==> config.mk <==
export PLATFORM = sky130hd
export DESIGN_NAME = sync_fifo_param
export DESIGN_NICKNAME = d
export VERILOG_FILES = /design/src/rtl/fifo_pkg.sv /design/src/rtl/fifo_ram.sv /design/src/rtl/sync_fifo_param.sv
export SDC_FILE = /design/constraint.sdc
export NUM_CORES = 1
export LEC_CHECK = 0
export CORE_ASPECT_RATIO = 0.6
export CORE_MARGIN = 2
export CORE_UTILIZATION = 30
export DETAILED_ROUTE_END_ITERATION = 10
export GPL_ROUTABILITY_DRIVEN = 0
export PLACE_DENSITY_LB_ADDON = 0.2
export SLEW_MARGIN = 10
export SYNTH_ARGS = -nofsm -noshare
export SYNTH_HDL_FRONTEND = slang
export SYNTH_SLANG_ARGS = --single-unit
==> constraint.sdc <==
create_clock -name clk -period 3.1 [get_ports clk]
set_input_delay 0.31 -clock clk [delete_from_list [all_inputs] [get_ports clk]]
set_output_delay 0.31 -clock clk [all_outputs]
set_load 0.1 [all_outputs]
==> src/rtl/fifo_pkg.sv <==
// Shared types and elaboration-time helpers for the parametrised FIFO.
package fifo_pkg;

    // Pointer width needed to address a memory of the given depth.
    function automatic int ptr_w(input int depth);
        return $clog2(depth);
    endfunction

    // Sticky error flags kept together so they reset and clear as a pair.
    typedef struct packed {
        logic overflow;
        logic underflow;
    } err_flags_t;

    // Pointers wrap modulo DEPTH with no special case, so DEPTH must be a power of two.
    function automatic bit depth_ok(input int depth);
        return (depth >= 2) && ((depth & (depth - 1)) == 0);
    endfunction

    // almost_full can never assert if its threshold exceeds the capacity.
    function automatic bit af_level_ok(input int afLevel, input int depth);
        return (afLevel >= 0) && (afLevel <= depth);
    endfunction

endpackage

==> src/rtl/fifo_ram.sv <==
// FIFO storage: synchronous write port, asynchronous read port, no reset.
module fifo_ram #(
    parameter int WIDTH = 8,
    parameter int DEPTH = 16,
    parameter int AW    = 4
) (
    input  logic             i_clk,
    input  logic             i_wrEn,
    input  logic [AW-1:0]    i_wrAddr,
    input  logic [WIDTH-1:0] i_wrData,
    input  logic [AW-1:0]    i_rdAddr,
    output logic [WIDTH-1:0] o_rdData
);

    logic [WIDTH-1:0] r_mem [DEPTH];

    // Store the incoming word; contents are deliberately left unreset.
    always_ff @(posedge i_clk) begin
        if (i_wrEn) begin
            r_mem[i_wrAddr] <= i_wrData;
        end
    end

    assign o_rdData = r_mem[i_rdAddr];

endmodule

==> src/rtl/sync_fifo_param.sv <==
// Single-clock FIFO with selectable FWFT/registered read, thresholds and sticky errors.
module sync_fifo_param
    import fifo_pkg::*;
#(
    parameter int WIDTH    = 8,
    parameter int DEPTH    = 16,
    parameter int FWFT     = 0,
    parameter int AF_LEVEL = DEPTH - 2,
    parameter int AE_LEVEL = 2
) (
    input  logic                   clk,
    input  logic                   rst_n,
    input  logic                   wr_en,
    input  logic [WIDTH-1:0]       wr_data,
    input  logic                   rd_en,
    output logic [WIDTH-1:0]       rd_data,
    output logic                   full,
    output logic                   empty,
    output logic                   almost_full,
    output logic                   almost_empty,
    output logic [$clog2(DEPTH):0] count,
    output logic                   overflow,
    output logic                   underflow,
    input  logic                   clr_err
);

    localparam int PW = ptr_w(DEPTH);
    localparam int CW = PW + 1;
    localparam logic [CW-1:0] FULL_COUNT = CW'(DEPTH);
    localparam logic [CW-1:0] AF_COUNT   = CW'(AF_LEVEL);
    localparam logic [CW-1:0] AE_COUNT   = CW'(AE_LEVEL);

    // Reject illegal configurations while elaborating rather than misbehaving in silicon.
    if (!depth_ok(DEPTH)) begin : g_badDepth
        $error("sync_fifo_param: DEPTH must be a power of two and at least 2");
    end
    if (!af_level_ok(AF_LEVEL, DEPTH)) begin : g_badAfLevel
        $error("sync_fifo_param: AF_LEVEL must not exceed DEPTH");
    end

    logic [PW-1:0]    r_wrPtr;
    logic [PW-1:0]    r_rdPtr;
    logic [CW-1:0]    r_count;
    err_flags_t       r_err;
    logic             w_empty;
    logic             w_full;
    logic             w_rdAcc;
    logic             w_wrAcc;
    logic [WIDTH-1:0] w_ramData;

    assign w_empty = (r_count == '0);
    assign w_full  = (r_count == FULL_COUNT);

    // A full FIFO can still take a write when a read frees a slot on the same edge.
    assign w_rdAcc = rd_en && !w_empty;
    assign w_wrAcc = wr_en && (!w_full || w_rdAcc);

    fifo_ram #(
        .WIDTH (WIDTH),
        .DEPTH (DEPTH),
        .AW    (PW)
    ) u_ram (
        .i_clk    (clk),
        .i_wrEn   (w_wrAcc),
        .i_wrAddr (r_wrPtr),
        .i_wrData (wr_data),
        .i_rdAddr (r_rdPtr),
        .o_rdData (w_ramData)
    );

    // Advance each pointer on its accepted operation; wrap is natural modulo DEPTH.
    always_ff @(posedge clk or negedge rst_n) begin
        if (!rst_n) begin
            r_wrPtr <= '0;
            r_rdPtr <= '0;
        end else begin
            if (w_wrAcc) begin
                r_wrPtr <= r_wrPtr + PW'(1);
            end
            if (w_rdAcc) begin
                r_rdPtr <= r_rdPtr + PW'(1);
            end
        end
    end

    // Occupancy moves only when exactly one of write/read is accepted.
    always_ff @(posedge clk or negedge rst_n) begin
        if (!rst_n) begin
            r_count <= '0;
        end else begin
            unique case ({w_wrAcc, w_rdAcc})
                2'b10:   r_count <= r_count + CW'(1);
                2'b01:   r_count <= r_count - CW'(1);
                default: r_count <= r_count;
            endcase
        end
    end

    // Sticky error bits: a new rejection wins over a simultaneous clear.
    always_ff @(posedge clk or negedge rst_n) begin
        if (!rst_n) begin
            r_err <= '0;
        end else begin
            r_err.overflow  <= (wr_en && !w_wrAcc) || (r_err.overflow  && !clr_err);
            r_err.underflow <= (rd_en && !w_rdAcc) || (r_err.underflow && !clr_err);
        end
    end

    if (FWFT == 0) begin : g_regRead
        logic [WIDTH-1:0] r_rdData;

        // Registered read: capture the head word on each accepted pop.
        always_ff @(posedge clk or negedge rst_n) begin
            if (!rst_n) begin
                r_rdData <= '0;
            end else if (w_rdAcc) begin
                r_rdData <= w_ramData;
            end
        end

        assign rd_data = r_rdData;
    end else begin : g_fwftRead
        // Head word shown directly; forced to zero while empty so reset reads as 0.
        assign rd_data = w_empty ? '0 : w_ramData;
    end

    assign empty        = w_empty;
    assign full         = w_full;
    assign almost_full  = (r_count >= AF_COUNT);
    assign almost_empty = (r_count <= AE_COUNT);
    assign count        = r_count;
    assign overflow     = r_err.overflow;
    assign underflow    = r_err.underflow;

endmodule

After elaboration in Yosys (flattened, before gate mapping)
Memory sizes are Yosys's and may differ from the RTL's. A register that Yosys moved wholly into a read port is not among the register bits.
Cells that the tools add are included.

storage, ports and cells
  register bits = 15
  bits in latches = 0
  RAM bits = 128
  ROM bits = 0
  bits of input ports = 13
  output and inout bits = 19
  word-level logic and storage cells = 35
  memories = 1

memory list
  name         words  bits a word  read ports  clocked after memory_dff  write ports  line            text
  u_ram.r_mem  16     8            1           1                         1            fifo_ram.sv:15  logic [WIDTH-1:0] r_mem [DEPTH];

operators by class
  add/subtract/negate cells = 4
  $mul = 0
  div/mod/pow operators = 0
  order comparisons = 2
  equality and inequality tests = 3
  shifts and indexed selects = 0
  muxes and demuxes = 3
  bitwise operators = 0
  reductions and logical operators = 17

operators by type and width
  operator                                             count
  one-hot mux 5 bit (2 select lines)                   1
  adder 4 x 1 -> 4 bit, second input constant          2
  logical AND 1 bit                                    6
  logical NOT 1 bit                                    6
  adder 5 x 1 -> 5 bit, second input constant          1
  == test 5 bit, second input constant                 1
  >= comparator 5 x 4 -> 1 bit, second input constant  1
  <= comparator 5 x 2 -> 1 bit, second input constant  1
  logical NOT 5 bit                                    1
  subtractor 5 x 1 -> 5 bit, second input constant     1
  logical OR 1 bit                                     3
  == test 2 x 1 -> 1 bit, second input constant        1
  == test 2 bit, second input constant                 1
  2-to-1 mux 1 bit                                     2
  nonzero test 2 bit                                   1

Longest topological paths before layout
Gate-level depths: netlist of run 1.

  word-level depth = 8
  gate-level depth with buffers = 10
  mapped depth without buffers = 8

Cells and area by module
A second synthesis of run 1 with hierarchy kept.

unflattened totals
  cells, all modules = 317
  area total of the unflattened synthesis = 6132.1 um^2

modules (own cells, without submodules)
  module           times used  cells each  area each (um^2)  seq. area each (um^2)
  fifo_ram         1           221         4987.3            3843.7
  sync_fifo_param  1           96          1144.8            575.6

Worst setup path before layout of run 1
Ideal clock, no wire load.

  kind = register -> output
  from = register r_count[4] (netlist: count[4])
  to = output port almost_empty
  data arrival time = 5.708 ns
  required time = 2.790 ns
  path slack = -2.918 ns
  stages on the path, launching flop included = 3
  buffers on the path = 1
  cell sequence = dfrtp_1 > clkbuf_1 > a2111oi_0

between the ends
  cells in the longest elaborated chain, start to end = 1

RTL lines
  item                          line                    text
  start: declaration            sync_fifo_param.sv:43   logic [CW-1:0] r_count;
  start signal: assignment      sync_fifo_param.sv:92   2'b10: r_count <= r_count + CW'(1);
  start signal: assignment      sync_fifo_param.sv:93   2'b01: r_count <= r_count - CW'(1);
  start signal: assignment      sync_fifo_param.sv:94   default: r_count <= r_count;
  <= comparator 5 x 2 -> 1 bit  sync_fifo_param.sv:130  assign almost_empty = (r_count <= AE_COUNT);
  end: declaration              sync_fifo_param.sv:20   output logic almost_empty,

No other way between the ends.

Final worst setup path of run 1
  from = register r_count[1] (netlist: count[1])
  to = register r_count[4] (netlist: count[4])

between the ends
  cells in the longest elaborated chain, start to end = 7
  elaborated cells between the ends (all ways) = 13
  classes of those cells = 2 x add/sub; 3 x eq/ne; 1 x mux; 7 x reduce/logical

RTL lines
  item                                                                      line                   text
  logical NOT 5 bit                                                         sync_fifo_param.sv:51  assign w_empty = (r_count == '0);
  logical NOT 1 bit                                                         sync_fifo_param.sv:55  assign w_rdAcc = rd_en && !w_empty;
  logical AND 1 bit                                                         sync_fifo_param.sv:55
  logical OR 1 bit                                                          sync_fifo_param.sv:56  assign w_wrAcc = wr_en && (!w_full || w_rdAcc);
  logical AND 1 bit                                                         sync_fifo_param.sv:56
  == test 2 x 1 -> 1 bit or == test 2 bit (tied branches)                   sync_fifo_param.sv:91  unique case ({w_wrAcc, w_rdAcc})
  one-hot mux 5 bit (2 select lines) or nonzero test 2 bit (tied branches)  -

Parallel ways exist; a longest one is shown, timed or not.
A chain may end at the register's enable or synchronous reset.

==> results.cfg, run 1 <==
[clock_tree]
path_clk_slew_ps = 60
cts.path.max_buffers = 2
post_cts_buffers = 0
cts-resized-gates = 0
cts.sinks = 151
hold_buffers = 0
h-tree-depth = 4
clock_latency_ps = 420
cts_buffers = 17
clock-root-buffer = clkbuf_16
cts_tree = built

[critical_path]
crit_slowest_cell = or4_1
arrival_ps = 2960
path_class = reg2reg
r2r_slack_ps = 430
cpPeakStageDelay_ps = 570
worstPathRequired_ps = 3390
critPathMaxFanout = 8
endpoint_kind = register
crit_chain = or4_1 > o21ai_1 > nor2_1 > fa_1 > a21o_1 > a2111o_1 > o211ai_1 > nand3_1
start_kind = register

[yosys]
synthesis.area_um2 = 6120
synth_fa_ha_area_frac = 0.0196
synth_top_family_by_area = multiplexers
yosys.area.top_type = edfxtp_1
synth_area_leaders = edfxtp_1, mux4_2, dfrtp_1, mux2i_1, ha_1
synth_cell_type_count = 36
synth.net_count = 345
synth-seq-cells = 151
synthCells = 323
yosys_warnings = 0
synth_mux_area_frac = 0.160
synthXorXnorAreaFrac = 0.0129
syn_avg_cell_area_um2 = 19.0
synth_top_area_frac = 0.628
yosys.area_share.simple = 0.0399
seq_area_frac_synth = 0.722
synth_compound_area_frac = 0.0274

[timing]
hold_viol_final = 0
worstMarginPinSlew_ps = 974
rsz0062_at_grt = no
finalSetupViolations = 0
slew_violations = 0
fin_worst_skew_ps = 6.83
max_freq_ghz = 0.375
fin_setup_tns_ps = 0
fin_crit_sh = 0.860
period_needed_ps = 2670
maxSlewHeadroom = 0.349

[route]
wl_per_cell_um = 20.7
vias = 3147
drtIter0Drc = 268
drtAntennaViolNets = 0
drt_wl_total_um = 13700
drcViolationCount = 0
viasPerCell = 4.77
drtPass1Iterations = 4

[die]
io_pins = 32
initial_core_util = 0.306
die_area_um2 = 21600
die_h_um = 115
core-area_um2 = 20000
die_x_um = 188
row_count = 40

[finish]
drive_gt1_frac = 0.279
nNetsFinal = 396
num-fill-cells = 1875
num_antenna_cells = 0
fin_area_um2 = 7420
syn_to_final_growth_pct = 21.2

[placed_design]
io_buffer_count = 31
hpwl_um = 9110
place_area_um2 = 6850

[global_routing]
grt_pass1_vias = 3196
grt_pass1_wl_um = 20800
overflow = 0
global_route.usage.total = 0.136
antenna_found_initial = 0
grt_max_degree = 35

[hold_path]
hold_class = in2async

[outcome]
run_status = completed

[run]
drv_cap = 0

[power]
power_leakage_nw = 2.54
power_density_nw_per_um2 = 1020
ir_drop_uv = 752
[registers in the layout (all words and copies together), names as in the netlist]
name and flops:
r_wrPtr 4, underflow 1, rd_data 8, r_rdPtr 4, overflow 1, count 5, u_ram.r_mem 128
[critical path: cells and delay by family, from the launching register on]
| kind | cells | cell delay, ps |
|---|---|---|
| compound gates | 4 | 850 |
| fa+ha+maj | 1 | 420 |
| flops | 1 | 480 |
| simple gates | 3 | 780 |
[where the power goes]
part / internal, mW / leakage (nW) / switching (mW)
logic: 0.986 / 0.834 / 1.80
registers: 2.52 / 1.43 / 0.262
clock network: 1.12 / 0.271 / 0.859
total: 4.63 / 2.54 / 2.92
[layer usage]
layer  part of all wire  up-vias  track usage
met3              0.061       14       0.0392
met1               0.52     1654        0.209
met5                  0        -            0
met2               0.41       80        0.185
met4             0.0091        0       0.0359
li1                   -     1399            -
[stage by stage]
step	hold slack, ps	std cells	setup WS, ps	util	power, mW
global placement	472	628	465	0.342	5.62
detailed placement	480	628	436	0.342	5.65
CTS	273	660	416	0.371	7.64
finish	265	660	433	0.371	7.55
floorplan	14.4	323	14.8	-	4.86
global route	291	660	319	0.371	7.92
[cells by family (layout without fill, tap and decap cells)]
kind of cell,Yosys count,after routing
AND/OR/NAND/NOR,51,51
buffers and inverters,27,91
XOR/XNOR,9,9
multiplexers,54,54
adder cells (fa/ha/maj),9,9
flip-flops,151,151
AO/OA/AOI/OAI,22,22
[placed cells by master (no fill, tap or decap), types with 3 or more instances in the layout]
cell               n
mux2i_1           17
inv_1             10
clkinvlp_4         3
clkdlybuf4s50_1   19
xnor2_1            8
nand2_1           19
clkbuf_16         17
ha_1               8
dfrtp_2            4
o221ai_1           8
mux4_2            32
and3_1             4
nand3_1            3
nor4_2             4
dfrtp_1           19
nor2_1             8
inv_6              7
edfxtp_1         128
nor3_1             4
mux2_4             3
buf_4             30
[cell usage after synthesis, drive strengths merged]
cell type	instances
edfxtp	128
mux4	32
dfrtp	23
mux2i	19
nand2	19
inv	10
buf	9
clkbuf	8
ha	8
nor2	8
o221ai	8
xnor2	8
nor4	6
and3	4
nor3	4
o21ai	4
a21oi	3
mux2	3
nand3	3
a21o	2
nand2b	2
nand4	2
a2111o	1
a2111oi	1
and2	1
fa	1
o211ai	1
o21a	1
o32ai	1
or3	1
or4	1
xor2	1
[area by class of cell]
type / instances / area [um2] / area share
clock buffers: 17 / 425 / 0.0573
flip-flops and latches: 151 / 4420 / 0.596
multi-input cells: 145 / 1640 / 0.220
repair buffers: 49 / 415 / 0.0560
inverters: 10 / 37.5 / 0.00506
clock inverters: 15 / 143 / 0.0192
well taps: 273 / 342 / 0.0460
[path summary, 6_finish.rpt]
kind                                        start                      to  cells after the start
max reg2reg                  count[1]$_DFFE_PN0P_    count[4]$_DFFE_PN0P_                      8
max                          count[1]$_DFFE_PN0P_    count[4]$_DFFE_PN0P_                      8
min reg2reg                r_rdPtr[3]$_DFFE_PN0P_  r_rdPtr[3]$_DFFE_PN0P_                      1
min                                         rst_n    count[2]$_DFFE_PN0P_                      2
max in group asynchronous                   rst_n    count[0]$_DFFE_PN0P_                      2
min in group clk           r_rdPtr[3]$_DFFE_PN0P_  r_rdPtr[3]$_DFFE_PN0P_                      1
Note: power is estimated with default switching activity, not from simulation.
==> run 2: changes to the inputs <==
--- a/config.mk
+++ b/config.mk
@@ -8,8 +8,10 @@
 export CORE_ASPECT_RATIO = 0.6
 export CORE_MARGIN = 2
 export CORE_UTILIZATION = 30
+export CTS_CLUSTER_DIAMETER = 200
 export DETAILED_ROUTE_END_ITERATION = 10
 export GPL_ROUTABILITY_DRIVEN = 0
+export GPL_TIMING_DRIVEN = 0
 export PLACE_DENSITY_LB_ADDON = 0.2
 export SLEW_MARGIN = 10
 export SYNTH_ARGS = -nofsm -noshare
==> run 2 against run 1 <==
Hold slack better by 150 ps. Critical path type unchanged. Register-to-register slack worse by 290 ps. Non-clock buffer count is 4 higher. Die area stayed put. Flip-flop and latch count stayed put. Largest cell class unchanged. Via count is 0.32% higher. Power is 0.31% higher. Wire length is 2.3% higher.
==> results.cfg, run 2 (synthesis gave the netlist of run 1 again) <==
[clock_tree]
h-tree-depth = 4
cts.path.max_buffers = 2
cts_buffers = 17
cts_tree = built
path_clk_slew_ps = 60
cts.sinks = 151
clock-root-buffer = clkbuf_16
clock_latency_ps = 410

[critical_path]
critPathMaxFanout = 8
reg2regPathDepth = 10
path_class = reg2reg
start_kind = register
worstPathRequired_ps = 3390
r2r_slack_ps = 140
crit_slowest_cell = or4_1
rr_startpoint = count[1]$_DFFE_PN0P_
r2r-end = count[4]$_DFFE_PN0P_
cpPeakStageDelay_ps = 530
arrival_ps = 3250
crit_chain = or4_1 > buf_2 > o21ai_2 > buf_4 > nor2_1 > fa_1 > a21o_1 > a2111o_1 > o211ai_1 > nand3_1
endpoint_kind = register

[outcome]
run_status = completed

[route]
drtPass1Iterations = 5
drt_wl_total_um = 14000
vias = 3157
drtAntennaViolNets = 0
wl_per_cell_um = 21.0
viasPerCell = 4.75
drtIter0Drc = 239
drcViolationCount = 0

[finish]
regMostFlops = u_ram.r_mem
largest_reg_flops = 128
nNetsFinal = 400
syn_to_final_growth_pct = 21.3
layout_commonest_cell = edfxtp_1
drive_gt1_frac = 0.243
num_antenna_cells = 0
fin_area_um2 = 7420
layout_common_cells = edfxtp_1, mux4_2, clkdlybuf4s50_1, nand2_1, dfrtp_1

[timing]
period_needed_ps = 2960
hold_ws_ps = 412
hold_viol_final = 0
rsz0062_at_grt = no
maxSlewHeadroom = 0.336
worstMarginPinSlew_ps = 992
fin_crit_sh = 0.955
fin_setup_tns_ps = 0
max_freq_ghz = 0.338
fin_worst_skew_ps = 6.12
finalSetupViolations = 0
slew_violations = 0

[die]
die_h_um = 115
initial_core_util = 0.306
die_area_um2 = 21600
die_x_um = 188
io_pins = 32
core-area_um2 = 20000
row_count = 40

[hold_path]
hold_start = wr_en
hold_class = in2reg
whs_path_depth = 3
holdPathEnd = overflow$_DFF_PN0_

[placed_design]
hpwl_um = 9790
io_buffer_count = 30
place_area_um2 = 6860

[power]
p_sw_frac = 0.386
power_density_nw_per_um2 = 1020
seqPwrFrac = 0.358
ir_drop_uv = 555
power_leakage_nw = 2.50
pwr-share-comb = 0.392
p_sw_mw = 2.93
cell_internal_pwr_mw = 4.65
p_clk_frac = 0.250
power.total_mw = 7.57

[global_routing]
antenna_found_initial = 1
overflow = 0
grt_max_degree = 24
global_route.usage.total = 0.136
grt_pass1_vias = 3121
grt_pass1_wl_um = 20600

[run]
drv_cap = 0
## run 2: cell count changes in the layout (fill, tap and decap cells not counted), moves of 2 or more
cell | before | now
clkdlybuf4s50_1 | 19 | 27
clkinv_4 | 1 | 3
inv_6 | 7 | 1
nor3_2 | 0 | 4
clkinv_2 | 1 | 4
clkbuf_1 | 0 | 10
dlygate4sd2_1 | 0 | 2
buf_4 | 30 | 6
buf_2 | 0 | 8
nor3_1 | 4 | 0
## run 2: power groups by stage
stage,clock [mW],sequential (mW),combinational (mW)
after floorplan,0,3.34,1.52
after global placement,0,2.75,2.94
after detailed placement,0,2.76,3.00
after CTS,1.93,2.72,3.01
after global routing,2.01,2.75,3.16
final,1.89,2.71,2.97
## run 2: cell type report
cell class,count,area (um2)
Tap cell,273,342
Multi-Input combinational cell,145,1660
Timing Repair Buffer,36,340
Buffer,17,76.3
Clock inverter,13,108
Sequential cell,151,4420
Inverter,10,37.5
Fill cell,1882,12600
Clock buffer,19,433
## run 2: how the worst max path moves through the flow
stage	startpoint	to	slack (ps)	cells after the start
after floorplan	count[1]$_DFFE_PN0P_	count[4]$_DFFE_PN0P_	10	10
after global placement	rd_en	u_ram.r_mem[1][6]$_DFFE_PP_	-250	4
after detailed placement	count[1]$_DFFE_PN0P_	count[4]$_DFFE_PN0P_	-110	10
after CTS	count[1]$_DFFE_PN0P_	count[4]$_DFFE_PN0P_	70	10
after global routing	count[1]$_DFFE_PN0P_	count[4]$_DFFE_PN0P_	20	10
final	count[1]$_DFFE_PN0P_	count[4]$_DFFE_PN0P_	140	10
## run 2: layer usage
metal  GRT usage  part of all wire
met3      0.0356             0.057
met5           0                 0
met2       0.179              0.40
met4      0.0281            0.0034
met1       0.221              0.54
## run 2: timing repair
| action | in CTS | in global routing |
|---|---|---|
| hold buffers | 1 | 0 |
| buffers inserted | 1 | 0 |
| gates resized for setup | 3 | 2 |
| setup endpoints to repair | 3 | 1 |
| endpoints found under the hold margin | 23 | 0 |
## run 2: worst max-delay path: cells and delay by family, from the launching register on
kind                       cells  cell delay, ps
and+or+nand+nor                3             700
AOI/OAI and AO/OA              4             890
DFF                            1             480
adders and majority gates      1             440
buffers and inverters          2             330
## run 2: per-stage QoR
stage | util | setup slack, ps | std cells
final | 0.371 | 139 | 664
after CTS | 0.370 | 67.2 | 664
after global routing | 0.371 | 15.5 | 664
after global placement | 0.339 | -248 | 626
after floorplan | - | 14.8 | 323
after detailed placement | 0.343 | -107 | 630
